<file path="config.mk">
export PLATFORM = sky130hd
export DESIGN_NAME = mul_rs_multi
export DESIGN_NICKNAME = d
export VERILOG_FILES = /design/src/rtl/mul_rs_multi.sv
export SDC_FILE = /design/constraint.sdc
export NUM_CORES = 2
export LEC_CHECK = 0
export ABC_AREA = 1
export CAP_MARGIN = 15
export CORE_ASPECT_RATIO = 0.5
export CORE_MARGIN = 8
export CORE_UTILIZATION = 55
export CTS_BUF_LIST = sky130_fd_sc_hd__clkbuf_4 sky130_fd_sc_hd__clkbuf_8
export DETAILED_ROUTE_END_ITERATION = 6
export PLACE_DENSITY = 0.8
export SLEW_MARGIN = 20
export SYNTH_ARGS = -nofsm -noshare
export SYNTH_HDL_FRONTEND = slang
export SYNTH_SLANG_ARGS = --single-unit
export TNS_END_PERCENT = 10
</file>
<file path="constraint.sdc">
create_clock -name clk -period 27.6 [get_ports clk]
set_input_delay 8.28 -clock clk [delete_from_list [all_inputs] [get_ports clk]]
set_output_delay 8.28 -clock clk [all_outputs]
set_load 0.005 [all_outputs]
</file>
<file path="src/rtl/mul_rs_multi.sv">
// Multi-entry multiply reservation station: issue with tag/value operands, CDB snoop, lowest-ready dispatch.
// Latency issue-edge+MUL_LAT+1 to out_CDB_req; a pending result without in_CDB_grant stalls the pipe and dispatch.
module mul_rs_multi #(
  parameter int ENTRIES  = 4,
  parameter int DATA_W   = 32,
  parameter int TAG_W    = 5,
  parameter int MUL_LAT  = 3,
  parameter int BASE_TAG = 8
) (
  input  logic              clk,
  input  logic              rst,
  input  logic              in_flush,
  input  logic              in_rs_enable,
  input  logic [5:0]        in_operator_type,
  input  logic [DATA_W-1:0] in_val_1,
  input  logic [DATA_W-1:0] in_val_2,
  input  logic [TAG_W-1:0]  in_tag_1,
  input  logic [TAG_W-1:0]  in_tag_2,
  input  logic              in_CDB_broadcast,
  input  logic [TAG_W-1:0]  in_CDB_tag,
  input  logic [DATA_W-1:0] in_CDB_val,
  input  logic              in_CDB_grant,
  output logic              out_rs_full,
  output logic [TAG_W-1:0]  out_rs_tag,
  output logic              out_CDB_req,
  output logic [TAG_W-1:0]  out_CDB_tag,
  output logic [DATA_W-1:0] out_CDB_val,
  output logic [DATA_W-1:0] out_Y_val,
  output logic              out_ICC_valid,
  output logic [3:0]        out_ICC_flags
);

  localparam int IDX_W = $clog2(ENTRIES);
  localparam logic [TAG_W-1:0] INVALID_TAG = '1;
  localparam logic [TAG_W-1:0] BASE_T = TAG_W'(BASE_TAG);

  logic [ENTRIES-1:0] r_vld, r_disp, r_rdy1, r_rdy2, r_sgn, r_cc;
  logic [DATA_W-1:0]  r_val1 [ENTRIES];
  logic [DATA_W-1:0]  r_val2 [ENTRIES];
  logic [TAG_W-1:0]   r_tag1 [ENTRIES];
  logic [TAG_W-1:0]   r_tag2 [ENTRIES];

  logic               r_op_vld, r_op_sgn, r_op_cc;
  logic [DATA_W-1:0]  r_op_a, r_op_b;
  logic [TAG_W-1:0]   r_op_tag;
  logic [MUL_LAT-1:0] r_pv, r_picc;
  logic [TAG_W-1:0]   r_ptag  [MUL_LAT];
  logic [2*DATA_W-1:0] r_pprod [MUL_LAT];
  logic [3:0]         r_pflg  [MUL_LAT];

  logic               w_full, w_issue, w_alloc_found, w_dsp_found;
  logic               w_adv, w_dispatch, w_retire, w_op_live;
  logic [IDX_W-1:0]   w_alloc_idx, w_dsp_idx, w_ret_idx;
  logic               w_rdy1_in, w_rdy2_in, w_sgn_in, w_cc_in;
  logic [DATA_W-1:0]  w_val1_in, w_val2_in;
  logic [2*DATA_W-1:0] w_a_ext, w_b_ext, w_prod;
  logic [3:0]         w_flg;

  // Descending scan so the lowest qualifying index is the one left standing.
  always_comb begin
    w_alloc_found = 1'b0;
    w_alloc_idx   = '0;
    w_dsp_found   = 1'b0;
    w_dsp_idx     = '0;
    for (int i = ENTRIES - 1; i >= 0; i--) begin
      if (!r_vld[i]) begin
        w_alloc_found = 1'b1;
        w_alloc_idx   = IDX_W'(i);
      end
      if (r_vld[i] && !r_disp[i] && r_rdy1[i] && r_rdy2[i]) begin
        w_dsp_found = 1'b1;
        w_dsp_idx   = IDX_W'(i);
      end
    end
  end

  assign w_full      = !w_alloc_found;
  assign w_issue     = in_rs_enable && !w_full && !in_flush;
  assign out_rs_full = w_full;
  assign out_rs_tag  = w_issue ? (BASE_T + TAG_W'(w_alloc_idx)) : INVALID_TAG;

  assign w_adv      = !r_pv[MUL_LAT-1] || in_CDB_grant;
  assign w_dispatch = w_dsp_found && w_adv && !in_flush;
  assign w_retire   = r_pv[MUL_LAT-1] && in_CDB_grant && !in_flush;
  assign w_ret_idx  = IDX_W'(r_ptag[MUL_LAT-1] - BASE_T);

  assign w_sgn_in  = (in_operator_type == 6'b001011) || (in_operator_type == 6'b011011);
  assign w_cc_in   = (in_operator_type == 6'b011010) || (in_operator_type == 6'b011011);
  assign w_rdy1_in = (in_tag_1 == INVALID_TAG) || (in_CDB_broadcast && in_CDB_tag == in_tag_1);
  assign w_rdy2_in = (in_tag_2 == INVALID_TAG) || (in_CDB_broadcast && in_CDB_tag == in_tag_2);
  assign w_val1_in = (in_tag_1 == INVALID_TAG) ? in_val_1 : in_CDB_val;
  assign w_val2_in = (in_tag_2 == INVALID_TAG) ? in_val_2 : in_CDB_val;

  always_ff @(posedge clk or posedge rst) begin
    if (rst) begin
      r_vld  <= '0;
      r_disp <= '0;
      r_rdy1 <= '0;
      r_rdy2 <= '0;
      r_sgn  <= '0;
      r_cc   <= '0;
      for (int i = 0; i < ENTRIES; i++) begin
        r_val1[i] <= '0;
        r_val2[i] <= '0;
        r_tag1[i] <= INVALID_TAG;
        r_tag2[i] <= INVALID_TAG;
      end
    end else if (in_flush) begin
      r_vld  <= '0;
      r_disp <= '0;
      r_rdy1 <= '0;
      r_rdy2 <= '0;
    end else begin
      for (int i = 0; i < ENTRIES; i++) begin
        if (in_CDB_broadcast && r_vld[i]) begin
          if (!r_rdy1[i] && r_tag1[i] == in_CDB_tag) begin
            r_rdy1[i] <= 1'b1;
            r_val1[i] <= in_CDB_val;
          end
          if (!r_rdy2[i] && r_tag2[i] == in_CDB_tag) begin
            r_rdy2[i] <= 1'b1;
            r_val2[i] <= in_CDB_val;
          end
        end
        if (w_dispatch && w_dsp_idx == IDX_W'(i)) r_disp[i] <= 1'b1;
        if (w_retire && w_ret_idx == IDX_W'(i)) begin
          r_vld[i]  <= 1'b0;
          r_disp[i] <= 1'b0;
        end
        if (w_issue && w_alloc_idx == IDX_W'(i)) begin
          r_vld[i]  <= 1'b1;
          r_disp[i] <= 1'b0;
          r_rdy1[i] <= w_rdy1_in;
          r_rdy2[i] <= w_rdy2_in;
          r_val1[i] <= w_val1_in;
          r_val2[i] <= w_val2_in;
          r_tag1[i] <= in_tag_1;
          r_tag2[i] <= in_tag_2;
          r_sgn[i]  <= w_sgn_in;
          r_cc[i]   <= w_cc_in;
        end
      end
    end
  end

  assign w_a_ext   = {{DATA_W{r_op_sgn & r_op_a[DATA_W-1]}}, r_op_a};
  assign w_b_ext   = {{DATA_W{r_op_sgn & r_op_b[DATA_W-1]}}, r_op_b};
  assign w_prod    = w_a_ext * w_b_ext;
  assign w_flg     = {w_prod[DATA_W-1], ~|w_prod[DATA_W-1:0], 2'b00};
  assign w_op_live = r_op_vld && !in_flush;

  // Invalid slots carry INVALID_TAG and zero data so the output register is clean when idle.
  always_ff @(posedge clk or posedge rst) begin
    if (rst) begin
      r_op_vld <= 1'b0;
      r_op_sgn <= 1'b0;
      r_op_cc  <= 1'b0;
      r_op_a   <= '0;
      r_op_b   <= '0;
      r_op_tag <= INVALID_TAG;
      r_pv     <= '0;
      r_picc   <= '0;
      for (int k = 0; k < MUL_LAT; k++) begin
        r_ptag[k]  <= INVALID_TAG;
        r_pprod[k] <= '0;
        r_pflg[k]  <= '0;
      end
    end else if (in_flush || w_adv) begin
      r_op_vld   <= w_dispatch;
      r_op_sgn   <= r_sgn[w_dsp_idx];
      r_op_cc    <= r_cc[w_dsp_idx];
      r_op_a     <= r_val1[w_dsp_idx];
      r_op_b     <= r_val2[w_dsp_idx];
      r_op_tag   <= BASE_T + TAG_W'(w_dsp_idx);
      r_pv[0]    <= w_op_live;
      r_picc[0]  <= w_op_live && r_op_cc;
      r_ptag[0]  <= w_op_live ? r_op_tag : INVALID_TAG;
      r_pprod[0] <= w_op_live ? w_prod : '0;
      r_pflg[0]  <= (w_op_live && r_op_cc) ? w_flg : 4'b0000;
      for (int k = 1; k < MUL_LAT; k++) begin
        r_pv[k]    <= r_pv[k-1] && !in_flush;
        r_picc[k]  <= r_picc[k-1] && !in_flush;
        r_ptag[k]  <= in_flush ? INVALID_TAG : r_ptag[k-1];
        r_pprod[k] <= in_flush ? '0 : r_pprod[k-1];
        r_pflg[k]  <= in_flush ? 4'b0000 : r_pflg[k-1];
      end
    end
  end

  assign out_CDB_req   = r_pv[MUL_LAT-1];
  assign out_CDB_tag   = r_ptag[MUL_LAT-1];
  assign out_CDB_val   = r_pprod[MUL_LAT-1][DATA_W-1:0];
  assign out_Y_val     = r_pprod[MUL_LAT-1][2*DATA_W-1:DATA_W];
  assign out_ICC_valid = r_picc[MUL_LAT-1];
  assign out_ICC_flags = r_pflg[MUL_LAT-1];

endmodule
</file>
==> Implementation_results.wiki <==
{| class="wikitable"
! Metric !! Value
|-
| Routed via count || around 56000
|-
| Met3 global-route usage || 0.0630
|-
| Met2 layer usage reported by global route || 0.449
|-
| Global-route met1 utilization || 0.370
|-
| Worst reg-to-reg path cell count || 24
|-
| Gr usage total || 0.281
|-
| Cell area after synthesis || about 70000 um^2
|-
| Slew of the pin with the lowest slew margin || approximately 1.2 ns
|-
| GRT busiest layer || met2
|-
| Worst hold-check path type || register to register
|-
| Final clock skew || 0.0780 ns
|-
| Worst r2r src || r_op_a[31]
|-
| Critical path buffer and inverter count || 4
|-
| Synth warnings || 0
|-
| Worst setup path start || in_flush
|-
| Slew margin rel. || 0.212
|-
| Delay of the slowest critical-path stage || around 0.71 ns
|-
| EDFF count, synth || 0
|-
| Routed wirelength normalized by instance count || about 19 um
|-
| Final period demand of the worst path || around 19 ns
|-
| Part of the Yosys area used for sequential elements || 0.223
|-
| Postcts setup bufs || 0
|-
| MaxCap Viol Count || 0
|-
| ANT nets after route || 0
|-
| Clock network latency to the later pin of the worst-skew pair || ~0.80 ns
|-
| Clock-pin slew reported for the worst setup and hold paths after clock tree synthesis || 0.06 ns
|-
| Period utilization || 0.674
|-
| Number of hold buffers added after CTS || 0
|-
| Post-CTS resize count || 0
|-
| Overall die height || 265 um
|-
| Hold Crit Start || r_op_tag[2]
|-
| Syn Inst Count || ~8500
|-
| Cell type with the highest occurrence count on the critical path || clkdlybuf4s50_1
|-
| Average instance area after synthesis || roughly 8.0 um^2
|-
| Main synth FF type || dfrtp_1
|-
| Floorplan row count || between 90 and 100
|-
| Critical path, cell by cell || clkdlybuf4s50_1 > inv_4 > nand2_1 > nor2_1 > inv_1 > clkdlybuf4s50_1
|-
| Final wirelength || 191000 um
|-
| Number of buffers created by CTS || 90
|-
| Post-detailed-route DRC marker count || 0
|-
| Share of post-route cells with drive strength above 1 || 0.0490
|-
| RR Endpoint || r_pprod[182]
|-
| Residual overflow from global routing || 0
|-
| Crit path capture type || primary output
|-
| Yosys cell types || between 50 and 60
|-
| Number of clock sinks || around 600
|-
| Clock root buffer master || clkbuf_8
|-
| Count of buffers from port buffering || 199
|-
| Iteration count of the initial detailed-routing pass || 7
|-
| Via density per instance || 5.54
|-
| Placer's final routability congestion estimate || between 1 and 1.5
|-
| Largest fanout on the critical path || 20
|-
| WP data required || a little under 20 ns
|-
| Total Die Area || around 140000 um^2
|-
| Upper clock frequency limit || between 50 and 60 MHz
|-
| Global-route wire length before repair || about 310000 um
|-
| Critical path class || primary input to primary output
|-
| Drt initial violations || 5084
|-
| Initial Util || 0.553
|-
| Kind of cell adding the most delay to the critical path || buffers and inverters
|-
| Minimum setup slack among reg-to-reg paths || ~18 ns
|-
| Pin count of the biggest net entering global routing || approximately 160
|-
| Synth-to-Final Area Change || 6.67%
|-
| Initial antenna violation count || 2
|-
| DP HPWL || 142000 um
|-
| Ports || between 200 and 250
|-
| Final worst hold slack || around 0.46 ns
|-
| Share of flip-flops with an asynchronous set or reset after synthesis || 1.00
|-
| Endpoint with the worst hold slack || r_op_tag[2]
|-
| RSZ-0062 raised after global routing || false
|-
| TritonCTS clock tree || done
|-
| Worst EP arrival || roughly 10 ns
|-
| Register bit count reported by yosys || ~600
|-
| Fin nets || slightly below 10000
|-
| Hold violation total from the final report || 0
|-
| Cells on Worst Hold Path || 2
|-
| H-tree depth || 3
|-
| Chip width || 513 um
|-
| Setup-violating endpoint count in the final report || 0
|-
| Via count of the first global-routing pass || 57400
|-
| Number of buffers between clock root and the deepest sink || 3
|-
| Worst path slowest cell || clkdlybuf4s50_1
|-
| Run status || finished clean
|-
| Setup_tns || 0 ns
|-
| Worst setup SP type || primary input
|-
| CORE AREA || ~120000 um^2
|-
| Final Max Slew Viols || 0
|}
==> logic make-up (layout without fill, tap and decap cells) <==
logic type,after synthesis,in the layout,share of synthesized area
DFF,603,603,0.223
muxes,40,40,0.00662
adders and majority gates,1337,1337,0.370
xor gates and xnor gates,35,35,0.00451
other,2,5,0.000110
buffers and inverters,2494,2408,0.143
AOI/OAI and AO/OA,1024,1024,0.0819
and+or+nand+nor,2963,2963,0.171
==> worst min-delay path: stages, from the launching register on <==
cell     delay (ns)
dfstp_2        0.36
inv_1          0.06
nor2_1         0.05
==> cell usage after synthesis (12+ instances only) <==
cell type,instances,area [um^2]
a21oi_1,161,806
buf_1,13,48.8
buf_2,42,210
buf_4,86,646
clkbuf_1,408,1530
dfrtp_1,551,13800
dfstp_2,52,1370
fa_1,1125,22500
ha_1,212,2650
inv_1,1930,7240
inv_2,12,45.0
mux2_2,40,450
nand2_1,2357,8850
nand3_1,219,1100
nand3b_1,14,105
nand4_1,20,125
nor2_1,308,1160
nor3_1,18,90.1
o21ai_0,643,3220
o21ai_1,19,95.1
o22a_1,34,298
o22ai_1,110,688
xnor2_1,18,158
xor2_1,17,149
==> metal layers <==
metal | vias up | wire length, um | share of wire
li1 | 24700 | - | -
met1 | 27500 | 73500 | 0.38
met4 | 2 | 8990 | 0.047
met5 | - | 20 | 0.00010
met3 | 609 | 19900 | 0.10
met2 | 2886 | 88900 | 0.46
==> area by class of cell <==
| class | instances | area (um^2) |
|---|---|---|
| Antenna cell | 1 | 2.50 |
| Clock buffer | 140 | 1740 |
| Clock inverter | 28 | 364 |
| Fill cell | 10600 | 50400 |
| Timing Repair Buffer | 296 | 2730 |
| Tap cell | 1627 | 2040 |
| Inverter | 1944 | 7310 |
| Multi-Input combinational cell | 5403 | 43200 |
| Sequential cell | 603 | 15200 |
==> how the worst max path moves through the flow <==
| stage | end | cells after the start | slack [ns] |
|---|---|---|---|
| floorplan | out_CDB_val[0] | 1 | 2.53 |
| global placement | out_rs_tag[1] | 6 | 9.05 |
| detailed placement | out_rs_tag[1] | 6 | 9.00 |
| CTS | out_rs_tag[1] | 6 | 9.00 |
| global route | out_rs_tag[1] | 6 | 8.90 |
| finish | out_rs_tag[1] | 6 | 8.99 |
==> sequential cells by signal, indices dropped and copies added, names as in the netlist, 6 cells and up <==
name	count
r_pprod	128
r_val1	128
r_val2	128
out_CDB_val	32
out_Y_val	32
r_op_a	32
r_op_b	32
r_tag1	20
r_tag2	20
r_ptag	6
==> layout by cell type, fill, tap and decap left out, types with 7 or more instances in the layout <==
| cell type | instances |
|---|---|
| nor4_1 | 10 |
| nand3b_1 | 14 |
| buf_4 | 96 |
| nand4_1 | 20 |
| dfstp_2 | 52 |
| inv_1 | 1929 |
| nand2_1 | 2350 |
| xor2_1 | 17 |
| o21ai_1 | 19 |
| o22a_1 | 34 |
| fa_1 | 1125 |
| xnor2_1 | 18 |
| o22ai_1 | 110 |
| dfrtp_1 | 543 |
| o21ai_0 | 643 |
| clkdlybuf4s50_1 | 199 |
| mux2_2 | 40 |
| dfrtp_2 | 8 |
| clkinv_2 | 13 |
| a31oi_1 | 7 |
| a21oi_1 | 161 |
| clkbuf_4 | 30 |
| clkbuf_8 | 110 |
| ha_1 | 212 |
| inv_2 | 12 |
| o21bai_1 | 9 |
| nand3_1 | 217 |
| a22oi_1 | 8 |
| nor3_1 | 18 |
| nor2_1 | 304 |
==> stage by stage <==
stage,cell area (um^2),worst slack (ns),util,instances
2_1_floorplan,68000,2.53,-,8500
3_3_place_gp,70500,9.05,0.573,9873
3_5_place_dp,70500,9.00,0.573,9873
4_1_cts,72600,9.00,0.590,10000
5_1_grt,72600,8.90,0.590,10000
6_report,72600,8.99,0.590,10000
Power is left out: the tool's default activity adds up to more than one toggle a clock period on the data nets, which glitch-free logic cannot reach.
